## config.mk

```make
export PLATFORM = sky130hd
export DESIGN_NAME = sched_queue_flat
export DESIGN_NICKNAME = d
export VERILOG_FILES = /design/src/rtl/core_pkg.sv /design/src/rtl/sched_queue_if.sv /design/src/rtl/sq_store.sv /design/src/rtl/sched_queue.sv /design/src/flat_wrapper.sv
export SDC_FILE = /design/constraint.sdc
export NUM_CORES = 1
export LEC_CHECK = 0
export BUFFER_PORTS_ARGS = -buffer_cell sky130_fd_sc_hd__buf_2
export CORE_AREA = 2 2 112 136
export CTS_CLUSTER_SIZE = 30
export DETAILED_ROUTE_END_ITERATION = 12
export DIE_AREA = 0 0 114 138
export GPL_TIMING_DRIVEN = 0
export PLACE_DENSITY = 0.79
export SETUP_SLACK_MARGIN = 0.02
export SLEW_MARGIN = 10
export SYNTH_ARGS = -nofsm -noshare
export SYNTH_HDL_FRONTEND = slang
export SYNTH_SLANG_ARGS = --single-unit
```

## constraint.sdc

```tcl
create_clock -name clk -period 2.8 [get_ports clk]
set_clock_uncertainty 0.2 [all_clocks]
set_input_delay 0.28 -clock clk [delete_from_list [all_inputs] [get_ports clk]]
set_output_delay 0.28 -clock clk [all_outputs]
set_load 0.01 [all_outputs]
```

## src/rtl/core_pkg.sv

```systemverilog
`default_nettype none
// ============================================================================
// Module      : core_pkg
// Description : Shared widths, iop field layout and step-vector encoding
//               for the decode -> schedule -> execute path.
// Revision    : 1.0 - initial release
// ============================================================================
package core_pkg;

    localparam int c_IOP_W  = 32;
    localparam int c_STEP_W = 3;

    // Field positions inside an iop
    localparam int c_IOP_AGU_MSB = 30;
    localparam int c_IOP_AGU_LSB = 24;
    localparam int c_IOP_ALU_MSB = 23;
    localparam int c_IOP_ALU_LSB = 5;
    localparam int c_IOP_MEM_MSB = 4;
    localparam int c_IOP_MEM_LSB = 3;

    // Step-vector bit meanings
    localparam int c_STEP_VALID_BIT  = 2;
    localparam int c_STEP_DIRECT_BIT = 1;
    localparam int c_STEP_AGU_BIT    = 0;

    typedef struct packed {
        logic        spare;
        logic [6:0]  agu;
        logic [18:0] alu;
        logic [1:0]  mem;
        logic [2:0]  rsvd;
    } iop_fields_t;

    typedef struct packed {
        logic valid;
        logic direct;
        logic agu;
    } step_t;

    // An all-zero remaining step vector means the iop is finished
    function automatic logic step_done(input logic [c_STEP_W-1:0] step);
        return (step == '0);
    endfunction

endpackage : core_pkg
`default_nettype wire

```

## src/rtl/sched_queue_if.sv

```systemverilog
`default_nettype none
// ============================================================================
// Module      : sched_queue_if
// Description : Decode-side push, execute-side head/ack and status signals
//               of the scheduling queue.
// Revision    : 1.0 - initial release
// ============================================================================
interface sched_queue_if
    import core_pkg::*;
#(
    parameter int DEPTH  = 4,
    parameter int IOP_W  = c_IOP_W,
    parameter int STEP_W = c_STEP_W
);
    localparam int c_CNT_W = $clog2(DEPTH) + 1;

    logic               id_feed;
    logic [IOP_W-1:0]   id_iop;
    logic [STEP_W-1:0]  id_iop_init;
    logic               flush;
    logic               hold;
    logic               sq_valid;
    logic [IOP_W-1:0]   sq_iop;
    logic [STEP_W-1:0]  sq_step;
    logic               ex_ack;
    logic [STEP_W-1:0]  ex_next_step;
    logic [c_CNT_W-1:0] sq_count;
    logic               sq_ovf;

    modport master (
        output id_feed, id_iop, id_iop_init, flush, ex_ack, ex_next_step,
        input  hold, sq_valid, sq_iop, sq_step, sq_count, sq_ovf
    );

    modport slave (
        input  id_feed, id_iop, id_iop_init, flush, ex_ack, ex_next_step,
        output hold, sq_valid, sq_iop, sq_step, sq_count, sq_ovf
    );

endinterface : sched_queue_if
`default_nettype wire

```

## src/rtl/sq_store.sv

```systemverilog
`default_nettype none
// ============================================================================
// Module      : sq_store
// Description : Entry storage for the scheduling queue: one write port, one
//               step-field update port and an asynchronous read port.
// Revision    : 1.0 - initial release
// ============================================================================
module sq_store
    import core_pkg::*;
#(
    parameter  int DEPTH   = 4,
    parameter  int IOP_W   = c_IOP_W,
    parameter  int STEP_W  = c_STEP_W,
    localparam int c_PTR_W = $clog2(DEPTH),
    localparam int c_ENT_W = IOP_W + STEP_W
) (
    input  wire logic               clk,
    input  wire logic               wr_en,
    input  wire logic [c_PTR_W-1:0] wr_addr,
    input  wire logic [c_ENT_W-1:0] wr_data,
    input  wire logic               upd_en,
    input  wire logic [c_PTR_W-1:0] upd_addr,
    input  wire logic [STEP_W-1:0]  upd_step,
    input  wire logic [c_PTR_W-1:0] rd_addr,
    output logic      [c_ENT_W-1:0] rd_data
);

    logic [DEPTH-1:0][c_ENT_W-1:0] w_rows;

    // Contents need no reset: the queue never presents an entry it has not written.
    for (genvar i = 0; i < DEPTH; i++) begin : g_entry
        logic [c_ENT_W-1:0] r_row;

        always_ff @(posedge clk) begin
            if (wr_en && (wr_addr == c_PTR_W'(i))) begin
                r_row <= wr_data;
            end else if (upd_en && (upd_addr == c_PTR_W'(i))) begin
                r_row <= {r_row[c_ENT_W-1:STEP_W], upd_step};
            end
        end

        assign w_rows[i] = r_row;
    end

    assign rd_data = w_rows[rd_addr];

endmodule : sq_store
`default_nettype wire

```

## src/rtl/sched_queue.sv

```systemverilog
`default_nettype none
// ============================================================================
// Module      : sched_queue
// Description : In-order scheduling queue between decode and execute; retires
//               the head once its step vector reaches zero.
// Revision    : 1.0 - initial release
// ============================================================================
module sched_queue
    import core_pkg::*;
#(
    parameter int DEPTH  = 4,
    parameter int IOP_W  = c_IOP_W,
    parameter int STEP_W = c_STEP_W
) (
    input wire logic    clk,
    input wire logic    a_rst,
    sched_queue_if.slave sq
);

    localparam int                 c_PTR_W = $clog2(DEPTH);
    localparam int                 c_CNT_W = c_PTR_W + 1;
    localparam int                 c_ENT_W = IOP_W + STEP_W;
    localparam logic [c_CNT_W-1:0] c_FULL  = c_CNT_W'(DEPTH);

    logic [c_PTR_W-1:0] r_rd_ptr;
    logic [c_PTR_W-1:0] r_wr_ptr;
    logic [c_CNT_W-1:0] r_count;
    logic               r_ovf;

    logic               w_hold;
    logic               w_valid;
    logic               w_push;
    logic               w_ack;
    logic               w_pop;
    logic               w_upd;
    logic [c_ENT_W-1:0] w_head;

    // hold must come from registered state only so decode never sees a loop
    assign w_hold  = (r_count == c_FULL);
    assign w_valid = (r_count != '0);

    assign w_push = sq.id_feed & ~w_hold & ~sq.flush;
    assign w_ack  = sq.ex_ack & w_valid & ~sq.flush;
    assign w_pop  = w_ack & step_done(sq.ex_next_step);
    assign w_upd  = w_ack & ~w_pop;

    always_ff @(posedge clk or negedge a_rst) begin
        if (!a_rst) begin
            r_rd_ptr <= '0;
            r_wr_ptr <= '0;
            r_count  <= '0;
        end else if (sq.flush) begin
            r_rd_ptr <= '0;
            r_wr_ptr <= '0;
            r_count  <= '0;
        end else begin
            if (w_push) begin
                r_wr_ptr <= r_wr_ptr + c_PTR_W'(1);
            end
            if (w_pop) begin
                r_rd_ptr <= r_rd_ptr + c_PTR_W'(1);
            end
            unique case ({w_push, w_pop})
                2'b10:   r_count <= r_count + c_CNT_W'(1);
                2'b01:   r_count <= r_count - c_CNT_W'(1);
                default: r_count <= r_count;
            endcase
        end
    end

    // Overflow is sticky and independent of flush
    always_ff @(posedge clk or negedge a_rst) begin
        if (!a_rst) begin
            r_ovf <= 1'b0;
        end else if (sq.id_feed && w_hold) begin
            r_ovf <= 1'b1;
        end
    end

    sq_store #(
        .DEPTH  (DEPTH),
        .IOP_W  (IOP_W),
        .STEP_W (STEP_W)
    ) u_store (
        .clk      (clk),
        .wr_en    (w_push),
        .wr_addr  (r_wr_ptr),
        .wr_data  ({sq.id_iop, sq.id_iop_init}),
        .upd_en   (w_upd),
        .upd_addr (r_rd_ptr),
        .upd_step (sq.ex_next_step),
        .rd_addr  (r_rd_ptr),
        .rd_data  (w_head)
    );

    assign sq.hold     = w_hold;
    assign sq.sq_valid = w_valid;
    assign sq.sq_iop   = w_valid ? w_head[c_ENT_W-1:STEP_W] : '0;
    assign sq.sq_step  = w_valid ? w_head[STEP_W-1:0]       : '0;
    assign sq.sq_count = r_count;
    assign sq.sq_ovf   = r_ovf;

endmodule : sched_queue
`default_nettype wire
```

## src/flat_wrapper.sv

```systemverilog
// flat-port wrapper written by rule: the top's interface ports become plain ports
module sched_queue_flat import core_pkg::*;
#(
    parameter int DEPTH  = 4,
    parameter int IOP_W  = c_IOP_W,
    parameter int STEP_W = c_STEP_W
)
  (clk, a_rst, sq_id_feed, sq_id_iop, sq_id_iop_init, sq_flush, sq_ex_ack, sq_ex_next_step, sq_hold, sq_sq_valid, sq_sq_iop, sq_sq_step, sq_sq_count, sq_sq_ovf);
  sched_queue_if #(.DEPTH(DEPTH), .IOP_W(IOP_W), .STEP_W(STEP_W)) sq_i ();
  input wire logic clk;
  input wire logic a_rst;
  input wire logic [$bits(sq_i.id_feed)-1:0] sq_id_feed;
  input wire logic [$bits(sq_i.id_iop)-1:0] sq_id_iop;
  input wire logic [$bits(sq_i.id_iop_init)-1:0] sq_id_iop_init;
  input wire logic [$bits(sq_i.flush)-1:0] sq_flush;
  input wire logic [$bits(sq_i.ex_ack)-1:0] sq_ex_ack;
  input wire logic [$bits(sq_i.ex_next_step)-1:0] sq_ex_next_step;
  output wire logic [$bits(sq_i.hold)-1:0] sq_hold;
  output wire logic [$bits(sq_i.sq_valid)-1:0] sq_sq_valid;
  output wire logic [$bits(sq_i.sq_iop)-1:0] sq_sq_iop;
  output wire logic [$bits(sq_i.sq_step)-1:0] sq_sq_step;
  output wire logic [$bits(sq_i.sq_count)-1:0] sq_sq_count;
  output wire logic [$bits(sq_i.sq_ovf)-1:0] sq_sq_ovf;
  assign sq_i.id_feed = sq_id_feed;
  assign sq_i.id_iop = sq_id_iop;
  assign sq_i.id_iop_init = sq_id_iop_init;
  assign sq_i.flush = sq_flush;
  assign sq_i.ex_ack = sq_ex_ack;
  assign sq_i.ex_next_step = sq_ex_next_step;
  assign sq_hold = sq_i.hold;
  assign sq_sq_valid = sq_i.sq_valid;
  assign sq_sq_iop = sq_i.sq_iop;
  assign sq_sq_step = sq_i.sq_step;
  assign sq_sq_count = sq_i.sq_count;
  assign sq_sq_ovf = sq_i.sq_ovf;
  sched_queue #(.DEPTH(DEPTH), .IOP_W(IOP_W), .STEP_W(STEP_W)) u_core (.clk(clk), .a_rst(a_rst), .sq(sq_i));
endmodule
```

; ---- Yosys cells after proc, flatten, opt, wreduce, memory -nomap -nowiden
; Cells that the tools add are included.
[word_totals]
ff_bits = 148
inputBits = 43
out_inout_bits = 41
word_cells = 73
[op_classes]
addsub = 4
order_cmp = 1
eq_ne = 9
mux = 18
bitwise = 9
n_reduce_logical = 20
[ops]
columns = cell, n
row1 = $mux W35, 5
row2 = $bmux W35 S2, 1
row3 = $mux W32, 1
row4 = $mux W3, 6
row5 = $reduce_bool A2 Y1, 6
row6 = $eq A2 B2 Y1 const B, 5
row7 = $logic_and A1 B1 Y1, 9
row8 = $mux W2, 4
row9 = $and A1 B1 Y1, 6
row10 = $eq A2 B1 Y1 const B, 3
row11 = $pmux W3 S2, 1
row12 = $reduce_bool A3 Y1, 2
row13 = $add A2 B1 Y2 const B, 2
row14 = $logic_not A2 Y1, 2
row15 = $add A3 B1 Y3 const B, 1
row16 = $eq A3 B3 Y1 const B, 1
row17 = $logic_not A3 Y1, 1
row18 = $lt A2 B3 Y1 const B, 1
row19 = $not A1 Y1, 3
row20 = $sub A3 B1 Y3 const B, 1

; ---- Logic depth before layout (Yosys ltp)
[logic_depth]
word_depth = 9
ltp_mapped = 9
depth_no_buf = 8

; ---- Hierarchy
; From an unflattened synthesis, not the netlist that was laid out.
[unflattened]
cells_unflattened = 453
hier_area_um2 = 6882.9
[modules_own_cells]
columns = mod, n_inst, cells_each, area_per_inst_um2, seq_area_each_um2
row1 = sq_store, 1, 364, 6139.6, 4204.0
row2 = sched_queue, 1, 89, 743.2, 200.2

; ---- Worst setup path before layout
; No wires, ideal clock.
[synth_timing]
path_type = register to register
from = register u_core.r_count[2], in the netlist u_core.sq.sq_count[2]
to = register u_core.r_count[2], in the netlist u_core.sq.sq_count[2]
setup_time_ps = 69
arrival_time_ps = 2185
t_required_ps = 2531
setup_slack_ps = 346
path_stages_with_launch = 10
n_path_buf = 1
period_less_slack_ps = 2454
cell_sequence = dfrtp_1 -> or3b_1 -> buf_6 -> a211o_1 -> inv_1 -> fa_1 -> or3_1 -> a2111oi_0 -> a311oi_1 -> nand3_1
[synth_via]
elab_chain_cells = 7
word_cells_on_any_way = 15
cone_classes = add/sub: 2 / eq/ne: 3 / mux: 2 / bitwise: 6 / reduce/logical: 2
[synth_rtl]
columns = element, line_no
row1 = start: declaration, sched_queue.sv:27  ; logic [c_CNT_W-1:0] r_count;
row2 = start signal: assignment, sched_queue.sv:64  ; 2'b10: r_count <= r_count + c_CNT_W'(1);
row3 = start signal: assignment, sched_queue.sv:65  ; 2'b01: r_count <= r_count - c_CNT_W'(1);
row4 = start signal: assignment, sched_queue.sv:66  ; default: r_count <= r_count;
row5 = $reduce_bool A3 Y1 / $eq A3 B3 Y1 (equally long branches), "sched_queue.sv:40, sched_queue.sv:39"
row6 = $and A1 B1 Y1 / $not A1 Y1 (equally long branches), "sched_queue.sv:43, sched_queue.sv:42"
row7 = $and A1 B1 Y1 (on tied branches), "sched_queue.sv:43, sched_queue.sv:42"
row8 = $and A1 B1 Y1 (on tied branches), "sched_queue.sv:44, sched_queue.sv:42"
row9 = $eq A2 B1 Y1 / $eq A2 B2 Y1 (equally long branches), sched_queue.sv:63  ; unique case ({w_push, w_pop})
row10 = $pmux W3 S2, sched_queue.sv:63
row11 = $mux W3, sched_queue.sv:52  ; end else if (sq.flush) begin
; Several ways; a longest one is shown, not always the timed one.
; A chain may end at the register's enable or synchronous reset.

; ---- Worst setup path after layout
[layout_timing]
from = register u_core.r_rd_ptr[0]
to = output sq_sq_iop[21]
[layout_via]
elab_chain_cells = 3
[layout_rtl]
columns = element, line_no
row1 = start: declaration, sched_queue.sv:25  ; logic [c_PTR_W-1:0] r_rd_ptr;
row2 = start signal: assignment, sched_queue.sv:61  ; r_rd_ptr <= r_rd_ptr + c_PTR_W'(1);
row3 = $bmux W35 S2, sq_store.sv:45  ; assign rd_data = w_rows[rd_addr];
row4 = $mux W35 (implied by the code), sq_store.sv:45
row5 = $mux W32, sched_queue.sv:98  ; assign sq.sq_iop = w_valid ? w_head[c_ENT_W-1:STEP_W] : '0;
row6 = end: declaration, flat_wrapper.sv:20  ; output wire logic [$bits(sq_i.sq_iop)-1:0] sq_sq_iop;
; Every way passes these cells. The select of a mux whose other input is x is not followed.

==> flow_summary.ini <==
[status]
status = finished clean

[route]
wl_per_cell_um = 20.7
via_per_inst = 5.87
drc = 0
drt_iter0_markers = 355
ant_nets = 0
dr_total_vias = 4644
wl_um = 16400
first_pass_iters = 5

[logic_synthesis]
async_flop_share_pct = 5.41
synthFlopType = edfxtp_1
synth_edf_count = 140
ys_ff_latch = 148
yosys_warnings = 0
avgSynthCellArea_um2 = 15.1
ys_seq_area_share_pct = 62.0
syn_inst = 469
synth_nets = 521
ys_types = 38
syn-cell-area_um2 = 7100

[placed_design]
finalWeightedCongestion = 0.810
dpl.cell_count = 730
place_area_um2 = 7740
dp_hpwl_um = 10300
port_buffers = 83
dp_slack_ns = 0.0670

[sta]
grt_setup_unrepaired = false
timing.fmax_mhz = 374
timing.final.crit_period_ns = 2.68
setup_tns_ns = 0
relSlewSlack_pct = 56.9
final_hold_viol_count = 0
fin_crit_sh_pct = 95.5
slew_violations = 0
setup_viol = 0
worst_slack_ns = 0.125
tightest_slew_ns = 0.638

[finish]
final_cell_mix = edfxtp_1 (140), and3_1 (128), buf_2 (85), mux4_2 (35), and2_1 (35)
layout.nets = 652
nFillCells = 1123
area_growth_syn_to_layout_pct = 22.0
layoutNonFillerInstCount = 791
design_area_um2 = 8660
layout-drive-gt1-share_pct = 30.2
antenna_cells = 0
final_common_cell = edfxtp_1
fin_util_pct = 59.4

[floorplanning]
dieArea_um2 = 15700
die_h_um = 138
io-pin-count = 84
coreArea_um2 = 14600
fp-row-count = 49
initial_core_util_pct = 48.7
die_w_um = 114

[cts]
clk_latency_ns = 0.42
clockRootBuffer = clkbuf_16
postCtsSetupBuffers = 0
cts_sinks = 148
htreeDepth = 4
cts_tree = yes
clk_pin_slew_ns = 0.06
cts_buffers = 17
cts_buffer_depth = 2

[grt]
grt.total_usage_pct = 21.4
met3_usage_pct = 5.74
grt.busiest_layer = met2
grt_pass1_wl_um = 25600
use_met2_pct = 36.7
grt_start_max_net_pins = 37
antenna_found_initial = 0
use_met1_pct = 25.4
grt_pass1_vias = 4927
gr-total-overflow = 0

[setup_path]
cpMaxStageDelayCell = mux4_2
ff2ff_path_depth = 9
worstReg2RegStart = u_core.sq.sq_count[2]
critical_path_arrival_ns = 2.20
cp_slowest_stage_delay_ns = 0.55
r2r-end = u_core.sq.sq_count[2]
required_ns = 2.32
endpoint_kind = output pin
start_kind = flop
critical_path_class = reg2out
crit_top_cell = buf_4
path_cells = buf_4, buf_4, mux4_2, and2_1, buf_2
critPathMaxFanout = 10
r2r_setup_slack_ns = 0.16

[power_and_ir_drop]
peakVddDrop_uv = 336
p_per_area_nw_per_um2 = 629
p_leak_nw = 3.55

[worst_hold_path]
hold_depth = 2
hold_start = sq_id_iop[29]
holdPathEnd = u_core.u_store.g_entry[0].r_row[32]
hp-class = in2reg

[job]
maxCapViolCount = 0
[registers in the layout, summed over array words and instances (netlist names)]
| signal | cells |
|---|---|
| u_core.sq.sq_count | 3 |
| u_core.u_store.g_entry.r_row | 140 |
| u_core.r_wr_ptr | 2 |
| u_core.sq.sq_ovf | 1 |
| u_core.r_rd_ptr | 2 |
[through the flow]
step,hold WS [ns],power (mW)
floorplan,-0.216,2.88
global placement,-0.0680,3.10
detailed placement,-0.0665,3.12
CTS,0.000810,5.43
global route,0.0122,5.58
finish,0.0117,5.45
[synthesized netlist by cell type (2+ instances only)]
cell type / instances / area [um2]
mux4_2: 35 / 788
nor2_1: 3 / 11.3
xnor2_1: 2 / 17.5
edfxtp_1: 140 / 4200
clkbuf_1: 33 / 124
nand3_1: 4 / 20.0
ha_1: 8 / 100
and3_1: 128 / 801
a21o_1: 6 / 45.0
and2_4: 4 / 35.0
a2111oi_0: 2 / 17.5
a21oi_1: 5 / 25.0
and2_1: 35 / 219
buf_2: 5 / 25.0
or3_1: 3 / 18.8
mux2_4: 12 / 180
inv_1: 7 / 26.3
o21ai_0: 3 / 15.0
nand2_1: 4 / 15.0
buf_6: 5 / 56.3
dfrtp_1: 8 / 200
[critical path, delay by kind of cell (launching register included)]
kind                   cells  cell delay [ns]
AND/OR/NAND/NOR            1             0.18
buffers and inverters      3             0.65
multiplexers               1             0.55
flip-flops                 1             0.39
[layout make-up]
type	instances	area, um2	share of cell area, %
repair buffers	112	706	8.15
plain buffers	44	230	2.66
clock buffers	17	425	4.91
flip-flops and latches	148	4410	50.9
multi-input cells	270	2470	28.5
inverters	7	26.3	0.303
well taps	178	223	2.57
clock inverters	15	179	2.07
[worst max path at each step]
stage          slack (ns)                     to  cells after the start                   from
6_report             0.12          sq_sq_iop[21]                      5     u_core.r_rd_ptr[0]
5_1_grt              0.02          sq_sq_iop[18]                      5  u_core.sq.sq_count[2]
4_1_cts              0.05          sq_sq_step[0]                      5  u_core.sq.sq_count[2]
3_5_place_dp         0.07          sq_sq_iop[21]                      5     u_core.r_rd_ptr[1]
3_3_place_gp         0.09          sq_sq_iop[21]                      5     u_core.r_rd_ptr[1]
2_1_floorplan        0.35  u_core.sq.sq_count[2]                      9  u_core.sq.sq_count[2]
[layer usage]
metal,vias up,part of all wire (%),routed length [um]
met2,201,54,8820
li1,2083,-,-
met5,-,0,0
met4,0,2.2,358
met1,2325,37,6020
met3,35,7.1,1160
[cell families after synthesis]
logic type,count (synthesis),share of synthesized area (%)
muxes,49,13.9
and+or+nand+nor,190,16.9
xor gates and xnor gates,2,0.247
AOI/OAI and AO/OA,20,1.90
buffers and inverters,51,3.31
adders and majority gates,9,1.69
DFF,148,62.0
[power by group]
group	leakage [nW]	internal (mW)	total, mW	switching, mW
combinational	1.99	0.251	0.590	0.339
clock	0.290	1.41	2.33	0.923
sequential	1.27	2.50	2.52	0.0287
[repair_timing]
item                                    4_1_cts  5_1_grt
hold buffers                                 28        1
endpoints found under the setup margin       29       21
endpoints found under the hold margin        72        1
gates resized for setup                      11        2
No activity file was read; power rests on OpenSTA's default activity.
